### config.mk
export PLATFORM = sky130hd
export DESIGN_NAME = adc_frame_align
export DESIGN_NICKNAME = d
export VERILOG_FILES = /design/src/rtl/adc_align_pkg.sv /design/src/rtl/adc_align_satcnt.sv /design/src/rtl/adc_frame_align.sv
export SDC_FILE = /design/constraint.sdc
export NUM_CORES = 1
export LEC_CHECK = 0
export CAP_MARGIN = 0
export CORE_ASPECT_RATIO = 1.1
export CORE_MARGIN = 2
export CORE_UTILIZATION = 42
export CTS_BUF_LIST = sky130_fd_sc_hd__clkbuf_8
export DETAILED_ROUTE_END_ITERATION = 8
export SETUP_SLACK_MARGIN = 0.4
export SLEW_MARGIN = 20
export SYNTH_ARGS = -nofsm -noshare
export SYNTH_HDL_FRONTEND = slang
export SYNTH_SLANG_ARGS = --single-unit
### constraint.sdc
create_clock -name CLK -period 2.3 [get_ports CLK]
set_input_delay 0.575 -clock CLK [delete_from_list [all_inputs] [get_ports CLK]]
set_output_delay 0.575 -clock CLK [all_outputs]
set_load 0.005 [all_outputs]
### src/rtl/adc_align_pkg.sv
// adc_align_pkg: shared types and constants for the ADC frame aligner.
//   - align_state_e : 3-bit state encoding of the alignment controller
//   - FRAME_DEFAULT : expected deserialized frame word
//   - widths of SLIPCNT, RELOCKS, ERRCNT and the internal timing counters
//   - default timing constants (settle time, match/loss thresholds, slip limit)
package adc_align_pkg;

  typedef enum logic [2:0] {
    ST_IDLE   = 3'd0,
    ST_SETTLE = 3'd1,
    ST_CHECK  = 3'd2,
    ST_SLIP   = 3'd3,
    ST_LOCKED = 3'd4,
    ST_FAIL   = 3'd5
  } align_state_e;

  localparam int unsigned          FRAME_W       = 6;
  localparam logic [FRAME_W-1:0]   FRAME_DEFAULT = 6'b111000;

  localparam int unsigned SLIPCNT_W = 4;
  localparam int unsigned RELOCKS_W = 8;
  localparam int unsigned ERRCNT_W  = 16;
  localparam int unsigned CNT_W     = 8;  // settle / match / miss counters (thresholds 1..255)

  localparam int unsigned SETTLE_CYC_DEFAULT = 15;
  localparam int unsigned MATCH_N_DEFAULT    = 16;
  localparam int unsigned LOSS_N_DEFAULT     = 4;
  localparam int unsigned MAX_SLIP_DEFAULT   = 12;

endpackage

### src/rtl/adc_align_satcnt.sv
// adc_align_satcnt: W-bit up counter that sticks at all-ones.
//   clk  in  clock
//   rst  in  synchronous active-high reset (to zero)
//   clr  in  synchronous clear, wins over inc
//   inc  in  count enable
//   cnt  out current count
module adc_align_satcnt #(
  parameter int unsigned W = 8
) (
  input  logic         clk,
  input  logic         rst,
  input  logic         clr,
  input  logic         inc,
  output logic [W-1:0] cnt
);

  logic [W-1:0] cnt_q, cnt_d;

  always_comb begin
    cnt_d = cnt_q;
    if (clr) begin
      cnt_d = '0;
    end else if (inc && (cnt_q != '1)) begin
      cnt_d = cnt_q + 1'b1;
    end
  end

  always_ff @(posedge clk) begin
    if (rst) begin
      cnt_q <= '0;
    end else begin
      cnt_q <= cnt_d;
    end
  end

  assign cnt = cnt_q;

endmodule

### src/rtl/adc_frame_align.sv
// adc_frame_align: bit-slip sequencing controller for the 8-lane ADC
// deserializer. Compares the deserialized frame word against FRAME, issues
// one-cycle bit-slip pulses until the word is stable, then watches for loss
// of lock.
//   CLK      in  clock (deserializer output clock)
//   RST      in  synchronous active-high reset, highest priority
//   START    in  one-cycle (re)start request
//   FR       in  deserialized frame word
//   BS       out bit-slip pulse, high only in SLIP
//   LOCKED   out high only in LOCKED
//   FAIL     out high only in FAIL (sticky until START/RST)
//   SLIPCNT  out slips issued in the current attempt
//   RELOCKS  out lock-loss events since reset, saturating
//   ERRCNT   out (only with ADC_ALIGN_ERRCNT_EN) mismatching words seen while
//                locked, saturating, cleared by START
// Optional feature macro: ADC_ALIGN_ERRCNT_EN
module adc_frame_align
  import adc_align_pkg::*;
#(
  parameter logic [FRAME_W-1:0] FRAME      = FRAME_DEFAULT,
  parameter int unsigned        SETTLE_CYC = SETTLE_CYC_DEFAULT,
  parameter int unsigned        MATCH_N    = MATCH_N_DEFAULT,
  parameter int unsigned        LOSS_N     = LOSS_N_DEFAULT,
  parameter int unsigned        MAX_SLIP   = MAX_SLIP_DEFAULT
) (
  input  logic                 CLK,
  input  logic                 RST,
  input  logic                 START,
  input  logic [FRAME_W-1:0]   FR,
  output logic                 BS,
  output logic                 LOCKED,
  output logic                 FAIL,
  output logic [SLIPCNT_W-1:0] SLIPCNT,
  output logic [RELOCKS_W-1:0] RELOCKS
`ifdef ADC_ALIGN_ERRCNT_EN
  ,
  output logic [ERRCNT_W-1:0]  ERRCNT
`endif
);

  localparam logic [CNT_W-1:0]     SETTLE_LD  = CNT_W'(SETTLE_CYC);
  localparam logic [CNT_W-1:0]     MATCH_LAST = CNT_W'(MATCH_N - 1);
  localparam logic [CNT_W-1:0]     LOSS_LAST  = CNT_W'(LOSS_N - 1);
  localparam logic [SLIPCNT_W-1:0] SLIP_LIMIT = SLIPCNT_W'(MAX_SLIP);

  align_state_e         state_q, state_d;
  logic [CNT_W-1:0]     settle_q, settle_d;
  logic [CNT_W-1:0]     match_q, match_d;
  logic [CNT_W-1:0]     miss_q, miss_d;
  logic [SLIPCNT_W-1:0] slipcnt_q, slipcnt_d;
  logic                 bs_q, bs_d;
  logic                 locked_q, locked_d;
  logic                 fail_q, fail_d;
  logic                 relock_inc;
  logic                 frame_ok;

  assign frame_ok = (FR == FRAME);

  always_comb begin
    state_d    = state_q;
    settle_d   = settle_q;
    match_d    = match_q;
    miss_d     = miss_q;
    slipcnt_d  = slipcnt_q;
    relock_inc = 1'b0;

    if (START) begin
      state_d   = ST_SETTLE;
      settle_d  = SETTLE_LD;
      match_d   = '0;
      miss_d    = '0;
      slipcnt_d = '0;
    end else begin
      unique case (state_q)
        ST_IDLE: ;
        ST_SETTLE: begin
          if (settle_q == '0) begin
            state_d = ST_CHECK;
            match_d = '0;
          end else begin
            settle_d = settle_q - 1'b1;
          end
        end
        ST_CHECK: begin
          if (frame_ok) begin
            if (match_q == MATCH_LAST) begin
              state_d = ST_LOCKED;
              miss_d  = '0;
            end else begin
              match_d = match_q + 1'b1;
            end
          end else begin
            // SLIPCNT steps together with the BS pulse so the SLIP state can
            // decide FAIL from the already-updated count.
            state_d   = ST_SLIP;
            slipcnt_d = slipcnt_q + 1'b1;
            match_d   = '0;
          end
        end
        ST_SLIP: begin
          if (slipcnt_q == SLIP_LIMIT) begin
            state_d = ST_FAIL;
          end else begin
            state_d  = ST_SETTLE;
            settle_d = SETTLE_LD;
          end
        end
        ST_LOCKED: begin
          if (frame_ok) begin
            miss_d = '0;
          end else if (miss_q == LOSS_LAST) begin
            state_d    = ST_SETTLE;
            settle_d   = SETTLE_LD;
            match_d    = '0;
            miss_d     = '0;
            slipcnt_d  = '0;
            relock_inc = 1'b1;
          end else begin
            miss_d = miss_q + 1'b1;
          end
        end
        ST_FAIL: ;
        default: state_d = ST_IDLE;
      endcase
    end

    // Status flops are loaded from the next state so they line up with state_q.
    bs_d     = (state_d == ST_SLIP);
    locked_d = (state_d == ST_LOCKED);
    fail_d   = (state_d == ST_FAIL);
  end

  always_ff @(posedge CLK) begin
    if (RST) begin
      state_q   <= ST_IDLE;
      settle_q  <= '0;
      match_q   <= '0;
      miss_q    <= '0;
      slipcnt_q <= '0;
      bs_q      <= 1'b0;
      locked_q  <= 1'b0;
      fail_q    <= 1'b0;
    end else begin
      state_q   <= state_d;
      settle_q  <= settle_d;
      match_q   <= match_d;
      miss_q    <= miss_d;
      slipcnt_q <= slipcnt_d;
      bs_q      <= bs_d;
      locked_q  <= locked_d;
      fail_q    <= fail_d;
    end
  end

  assign BS      = bs_q;
  assign LOCKED  = locked_q;
  assign FAIL    = fail_q;
  assign SLIPCNT = slipcnt_q;

  adc_align_satcnt #(.W(RELOCKS_W)) u_relocks (
    .clk (CLK),
    .rst (RST),
    .clr (1'b0),
    .inc (relock_inc),
    .cnt (RELOCKS)
  );

`ifdef ADC_ALIGN_ERRCNT_EN
  logic err_inc;

  assign err_inc = (state_q == ST_LOCKED) && !frame_ok && !START;

  adc_align_satcnt #(.W(ERRCNT_W)) u_errcnt (
    .clk (CLK),
    .rst (RST),
    .clr (START),
    .inc (err_inc),
    .cnt (ERRCNT)
  );
`else
  // Error counter not built.
`endif

endmodule
Word level (Yosys, flattened, before mapping)
Cells that the tools add are included.
Storage, ports and cells
  register bits after elaboration: 42
  bits of input ports: 9
  output and inout port bits: 15
  logic and storage cells: 88
Operators by class
  add/sub/neg operators: 5
  equal/unequal tests: 26
  mux-type cells: 33
  reduce and logical (&&, ||, !) cells: 14
Operators with widths (number)
  $mux W8: 13
  $pmux W8 S3: 2
  $add A8 B1 Y8 const B: 3
  $mux W3: 7
  $mux W4: 4
  $ne A2 B2 Y1 const B: 8
  $pmux W8 S2: 1
  $ne A3 B3 Y1 const B: 5
  $pmux W3 S5: 1
  $reduce_and A5 Y1: 3
  $eq A3 B3 Y1 const B: 4
  $eq A3 B2 Y1 const B: 3
  $eq A8 B2 Y1 const B: 1
  $eq A8 B4 Y1 const B: 1
  $logic_not A8 Y1: 1
  $ne A8 B8 Y1 const B: 1
  $pmux W4 S2: 1
  $sub A8 B1 Y8 const B: 1
  $eq A6 B6 Y1 const B: 1
  $reduce_bool A3 Y1: 2
  $add A4 B1 Y4 const B: 1
  $eq A4 B4 Y1 const B: 1
  $mux W1: 4
  $reduce_and A4 Y1: 1
  other kinds (7): 8

Logic depth before layout (Yosys ltp)
  depth in word-level cells: 6
  depth in mapped cells: 9
  mapped depth without buffers: 7

By module
Synthesis repeated with hierarchy kept, for this count alone.
Second synthesis, totals
  cells, all modules: 266
  area, all modules: 2254.7 sq um
By module, submodules not included
  adc_frame_align: instances 1, cells each 219, area an instance 1819.2 sq um, seq. area each 680.7 sq um
  adc_align_satcnt: instances 1, cells each 47, area an instance 435.4 sq um, seq. area each 160.2 sq um

Least setup slack after synthesis
Ideal clock, no wire load.
  path kind: input port to flip-flop
  from: input port FR[1]
  to: register settle_q[3]
  setup time: 0.086 ns
  arrival time: 1.954 ns
  data required time: 2.214 ns
  setup slack: 0.260 ns
  stages: 6
  path buffers: 1
  path through: or4b_1 o211ai_2 a22o_1 buf_6 a21oi_2 a221oi_2
Between the ends
  longest elaborated chain between the ends: 3
Ends and longest elaborated chain
  from (decl): line adc_frame_align.sv:29  | input logic [FRAME_W-1:0] FR,
  $eq A6 B6 Y1: line adc_frame_align.sv:57  | assign frame_ok = (FR == FRAME);
  $ne A3 B3 Y1 (no line)
  $reduce_and A5 Y1 (no line)
  to (signal assigned): line adc_frame_align.sv:145  | settle_q <= settle_d;
  to (decl): line adc_frame_align.sv:47  | logic [CNT_W-1:0] settle_q, settle_d;
No other way between the ends.
A chain may end at the register's enable or synchronous reset.

Final worst setup path
  from: register settle_q[0]
  to: register match_q[3]
Between the ends
  longest elaborated chain between the ends: 3
Ends and longest elaborated chain
  $logic_not A8 Y1: line adc_frame_align.sv:77  | if (settle_q == '0) begin
  $ne A2 B2 Y1 (no line)
  $reduce_and A5 Y1 (no line)
  to (signal assigned): line adc_frame_align.sv:146  | match_q <= match_d;
  to (decl): line adc_frame_align.sv:48  | logic [CNT_W-1:0] match_q, match_d;
No other way between the ends.

==> tab_implementation.tex <==
\begin{tabular}{lr}
\hline
Metric & Value \\
\hline
\multicolumn{2}{l}{\textbf{Timing}} \\
\quad Clock skew after layout & 0.007766 ns \\
\quad Max\_slew headroom & a little over two thirds \\
\quad Share of the clock period used by the worst path & around nine tenths \\
\quad Final TNS setup & 0 ns \\
\quad Setup-failing EPs final & 0 \\
\quad Post-layout minimum cycle time & 2.049 ns \\
\quad Unrepaired setup endpoints after global routing & true \\
\quad Number of max-slew violations in the final report & 0 \\
\quad Hold Fails Final Rpt & 0 \\
\quad Least-Margin Pin Slew & between 0.4 and 0.5 ns \\
\quad Highest attainable clock frequency & roughly 490 MHz \\
\quad Worst path setup slack after routing & 0.2513 ns \\
\multicolumn{2}{l}{\textbf{Critical path}} \\
\quad Capturing element type of the critical path & flop \\
\quad Category of the critical setup timing path & reg2reg \\
\quad Number of cells on the worst reg-to-reg path & 11 \\
\quad Kind of cell with the highest combined delay on the critical path & simple AND/OR/NAND/NOR gates \\
\quad Endpoint required time on the critical path & between 2 and 2.5 ns \\
\quad Endpoint of the lowest-slack register-to-register path & match\_q[3]\$\_SDFFE\_PP0P\_ \\
\quad Series of cell instances along the critical path & inv\_2, ha\_4, or3b\_4, nor2\_4, buf\_12, buf\_6, a211oi\_4, buf\_12, o21ai\_4, buf\_12, a21oi\_1 \\
\quad Critical path fanouts, max & 8 \\
\quad Worst-path cell with the longest stage delay & sky130\_fd\_sc\_hd\_\_or3b\_4 \\
\quad Register-to-register setup slack & approximately 0.25 ns \\
\quad Most prevalent standard cell on the critical path & sky130\_fd\_sc\_hd\_\_buf\_12 \\
\quad Launching element type of the critical path & flop \\
\quad CP Buf/Inv Count & 5 \\
\quad Critical path's largest stage delay & 0.43 ns \\
\quad Launching point of the worst reg2reg path & settle\_q[0]\$\_SDFFE\_PP0P\_ \\
\quad Crit path DAT & between 2 and 2.5 ns \\
\multicolumn{2}{l}{\textbf{Final layout}} \\
\quad Ant diodes & 0 \\
\quad Share of layout cells above drive strength 1 & 41.57\% \\
\quad Commonest cells after routing, fill and taps aside & 40 x sky130\_fd\_sc\_hd\_\_buf\_4, 33 x sky130\_fd\_sc\_hd\_\_dfxtp\_1, 19 x sky130\_fd\_sc\_hd\_\_nor2\_1 \\
\quad Area growth from synthesis to layout & 50.49\% \\
\quad FILL cells & roughly 460 \\
\quad Most common cell after layout, fill and taps aside & sky130\_fd\_sc\_hd\_\_buf\_4 \\
\quad Final standard cell utilization of the core & about two thirds \\
\quad Area of the multi-input gates & around 1700 sq um \\
\quad Register area & about 850 sq um \\
\quad Net count of the finished layout & around 350 \\
\multicolumn{2}{l}{\textbf{Global routing}} \\
\quad Initial antenna violation count & 0 \\
\quad Maximum number of pins on one net before global-route repair & 15 \\
\quad Number of global-route vias before repair & 2057 \\
\quad GRT overflow & 0 \\
\quad Wire length of the first global-routing pass & around 9000 um \\
\quad GR Layer Usage met2 & 33.10\% \\
\quad Global-route layer with the greatest usage & met2 \\
\quad Aggregate global-route resource usage & around a fifth \\
\quad Met1 Track Usage GR & a little under a quarter \\
\quad Met3 Use GR & $\sim$4.2\% \\
\multicolumn{2}{l}{\textbf{Floorplan}} \\
\quad Width of the chip & 74.67 um \\
\quad Core region area & between 5000 and 6000 sq um \\
\quad Rows & 28 \\
\quad Starting density of the core & 43.33\% \\
\quad I/O pin count & 24 \\
\quad Full die area & between 6000 and 7000 sq um \\
\quad Vertical die dimension & 81.74 um \\
\multicolumn{2}{l}{\textbf{Worst hold path}} \\
\quad Number of cells traversed by the worst hold path & 2 \\
\quad Worst min-delay path endpoint & match\_q[7]\$\_SDFFE\_PP0P\_ \\
\quad Hold WC Path Type & reg2reg \\
\quad Min-delay src & match\_q[7]\$\_SDFFE\_PP0P\_ \\
\multicolumn{2}{l}{\textbf{Synth}} \\
\quad Synth Warn \# & 0 \\
\quad EDFF count, synth & 0 \\
\quad Library cell occupying the most area in the post-synthesis netlist & sky130\_fd\_sc\_hd\_\_dfxtp\_1 \\
\quad Post-Synthesis Cell Area & between 2000 and 2500 sq um \\
\quad Synthesized netlist cell count & roughly 260 \\
\quad Share of the synthesized area in the top cell type & 36.44\% \\
\quad Avg Cell Area, Syn & 8.943 sq um \\
\quad Number of distinct library cells after synthesis & 58 \\
\quad Most used flip-flop cell after synthesis & sky130\_fd\_sc\_hd\_\_dfxtp\_1 \\
\quad Biggest area contributors in the synthesized netlist & sky130\_fd\_sc\_hd\_\_dfxtp\_1 36\%, sky130\_fd\_sc\_hd\_\_a21oi\_1 3.9\%, sky130\_fd\_sc\_hd\_\_ha\_1 3.3\%, sky130\_fd\_sc\_hd\_\_nor2\_1 3.1\%, sky130\_fd\_sc\_hd\_\_xnor2\_1 3.0\% \\
\quad Synthesized net count & approximately 270 \\
\quad Sequential element share of the synthesized area & $\sim$36\% \\
\quad Async set or reset register ratio after synthesis & 0\% \\
\quad \#FFs+latches synth & 42 \\
\multicolumn{2}{l}{\textbf{Clock tree}} \\
\quad Hold buffers post-CTS & 0 \\
\quad Level count of the clock H-tree & 2 \\
\quad Clock tree from TritonCTS & done \\
\quad Number of buffers on the longest clock path & 2 \\
\quad Source-to-sink clock delay at the later pin of the worst-skew pair & 0.30 ns \\
\quad CTS root buf & sky130\_fd\_sc\_hd\_\_clkbuf\_8 \\
\quad Total CTS buffers & 5 \\
\quad Clock transition at the register clock pins on the worst setup and hold paths after CTS & around 0.080 ns \\
\quad Number of sinks driven by the clock tree & 42 \\
\multicolumn{2}{l}{\textbf{Route}} \\
\quad Detailed Route Iter0 Violations & 66 \\
\quad Count of nets left with antenna violations after detail routing & 0 \\
\quad Remaining design rule violation count & 0 \\
\quad Per-cell routed wire length & between 10 and 15 um \\
\quad Total number of vias & around 2200 \\
\quad DRT Wirelength & 5783 um \\
\quad 1st-pass router iterations & 4 \\
\quad Via density per instance & between 5 and 6 \\
\multicolumn{2}{l}{\textbf{Power}} \\
\quad Power per unit of standard cell area & between 400 and 500 nW/um\^{}2 \\
\quad Static Leak & $\sim$1.2 nW \\
\quad Peak supply drop & 0.2798 mV \\
\quad Total power draw & around 0.0015 W \\
\multicolumn{2}{l}{\textbf{Place}} \\
\quad Setup Slack @ Placement & -0.2742 ns \\
\quad Total half-perimeter wirelength after legalization and detailed placement & roughly 3600 um \\
\quad Total of buffers placed on input and output ports & 23 \\
\quad Final RePlAce weighted congestion & a little under 0.8 \\
\multicolumn{2}{l}{\textbf{Run status}} \\
\quad Run status & completed \\
\multicolumn{2}{l}{\textbf{Run}} \\
\quad MaxCap Viol Count & 0 \\
\hline
\end{tabular}
[per-stage QoR]
stage          cells  hold slack, ns  cell area, sq um
3_5_place_dp     372          0.4642              2798
6_report         407          0.4995              3472
2_1_floorplan    258          0.4426              2365
5_1_grt          407          0.5172              3472
4_1_cts          392          0.4875              3137
3_3_place_gp     372          0.4582              2798
[power by group]
| group | total [W] | internal, W | switching (W) |
|---|---|---|---|
| Sequential | 0.000756 | 0.000740 | 0.0000164 |
| Clock | 0.000490 | 0.000213 | 0.000276 |
| Combinational | 0.000290 | 0.000149 | 0.000141 |
[layout make-up]
cell class | instances | share of cell area, %
clock inverters | 3 | 0.6126
inverters | 14 | 1.514
multi-input cells | 194 | 48.94
repair buffers | 74 | 19.64
well taps | 75 | 2.703
flip-flops and latches | 42 | 24.61
clock buffers | 5 | 1.982
[repair_timing]
action,CTS,global route
resized for setup,56,44
cloned,3,0
hold endpoints to repair,0,0
pin swaps,29,31
setup buffers,9,15
endpoints found under the setup margin,38,36
[synth_stat cells (2+ instances only)]
cell type and number:
sky130_fd_sc_hd__o211ai_2 2, sky130_fd_sc_hd__a21oi_1 18, sky130_fd_sc_hd__ha_1 6, sky130_fd_sc_hd__or3_1 5
sky130_fd_sc_hd__a21oi_2 2, sky130_fd_sc_hd__inv_1 14, sky130_fd_sc_hd__a221oi_2 2, sky130_fd_sc_hd__nor3_2 2
sky130_fd_sc_hd__or2_2 2, sky130_fd_sc_hd__o41ai_1 2, sky130_fd_sc_hd__or4_1 9, sky130_fd_sc_hd__clkbuf_1 3
sky130_fd_sc_hd__a211oi_1 2, sky130_fd_sc_hd__dfxtp_1 42, sky130_fd_sc_hd__buf_4 3, sky130_fd_sc_hd__xnor2_1 8
sky130_fd_sc_hd__a22o_1 2, sky130_fd_sc_hd__or3b_1 2, sky130_fd_sc_hd__o21a_1 3, sky130_fd_sc_hd__o211ai_1 3
sky130_fd_sc_hd__mux2i_1 2, sky130_fd_sc_hd__nor3_1 8, sky130_fd_sc_hd__nor4b_1 2, sky130_fd_sc_hd__nor4_1 4
sky130_fd_sc_hd__nor3b_1 2, sky130_fd_sc_hd__nor2b_1 3, sky130_fd_sc_hd__or4b_1 2, sky130_fd_sc_hd__and2_1 4
sky130_fd_sc_hd__xor2_1 4, sky130_fd_sc_hd__a31oi_1 3, sky130_fd_sc_hd__nand2_1 10, sky130_fd_sc_hd__nand3_1 12
sky130_fd_sc_hd__o21ai_0 9, sky130_fd_sc_hd__nor3b_2 3, sky130_fd_sc_hd__and3_1 3, sky130_fd_sc_hd__a22oi_1 2
sky130_fd_sc_hd__nand4_1 5, sky130_fd_sc_hd__o31ai_1 8, sky130_fd_sc_hd__buf_6 3, sky130_fd_sc_hd__nor2_1 19
[worst max-delay path by stage]
stage                     depth (start not counted)                      from  slack (ns)                        to
final                                            11  settle_q[0]$_SDFFE_PP0P_        0.25   match_q[3]$_SDFFE_PP0P_
after global routing                             11  settle_q[0]$_SDFFE_PP0P_        0.20   match_q[3]$_SDFFE_PP0P_
after CTS                                         7    miss_q[1]$_SDFFE_PP0P_        0.28   match_q[6]$_SDFFE_PP0P_
after detailed placement                          7                     FR[2]       -0.27  settle_q[6]$_SDFFE_PP0P_
after global placement                            7                     FR[2]       -0.25  settle_q[6]$_SDFFE_PP0P_
after floorplan                                   6                     FR[2]        0.30  settle_q[3]$_SDFFE_PP0P_
[state kept, by name, indices dropped and copies added, names as in the netlist]
| name | flops |
|---|---|
| settle_q | 8 |
| state_q | 3 |
| miss_q | 8 |
| match_q | 8 |
| BS | 1 |
| SLIPCNT | 4 |
| FAIL | 1 |
| LOCKED | 1 |
| u_relocks.cnt | 8 |
[tightest hold or removal path: cells and delay by family (launching register included)]
kind            cells  cell delay (ns)
flops               1             0.35
compound gates      2             0.12
[cell families (layout without fill, tap and decap cells)]
family | Yosys count | after routing | share of synthesized area (%)
simple gates | 105 | 105 | 28.53
compound gates | 67 | 69 | 20.93
flops | 42 | 42 | 36.44
buf+inv | 24 | 96 | 5.423
xor+xnor | 12 | 12 | 4.555
fa+ha+maj | 6 | 6 | 3.254
mux | 2 | 2 | 0.8677
[per-layer routing]
layer / share of wire [%] / up-vias / wire length (um)
met3: 2.5 / 8 / 144
li1: - / 1109 / -
met4: 1.4 / 0 / 82
met2: 50 / 26 / 2903
met5: 0 / - / 0
met1: 46 / 1063 / 2653
(Power assumes the default switching activity.)
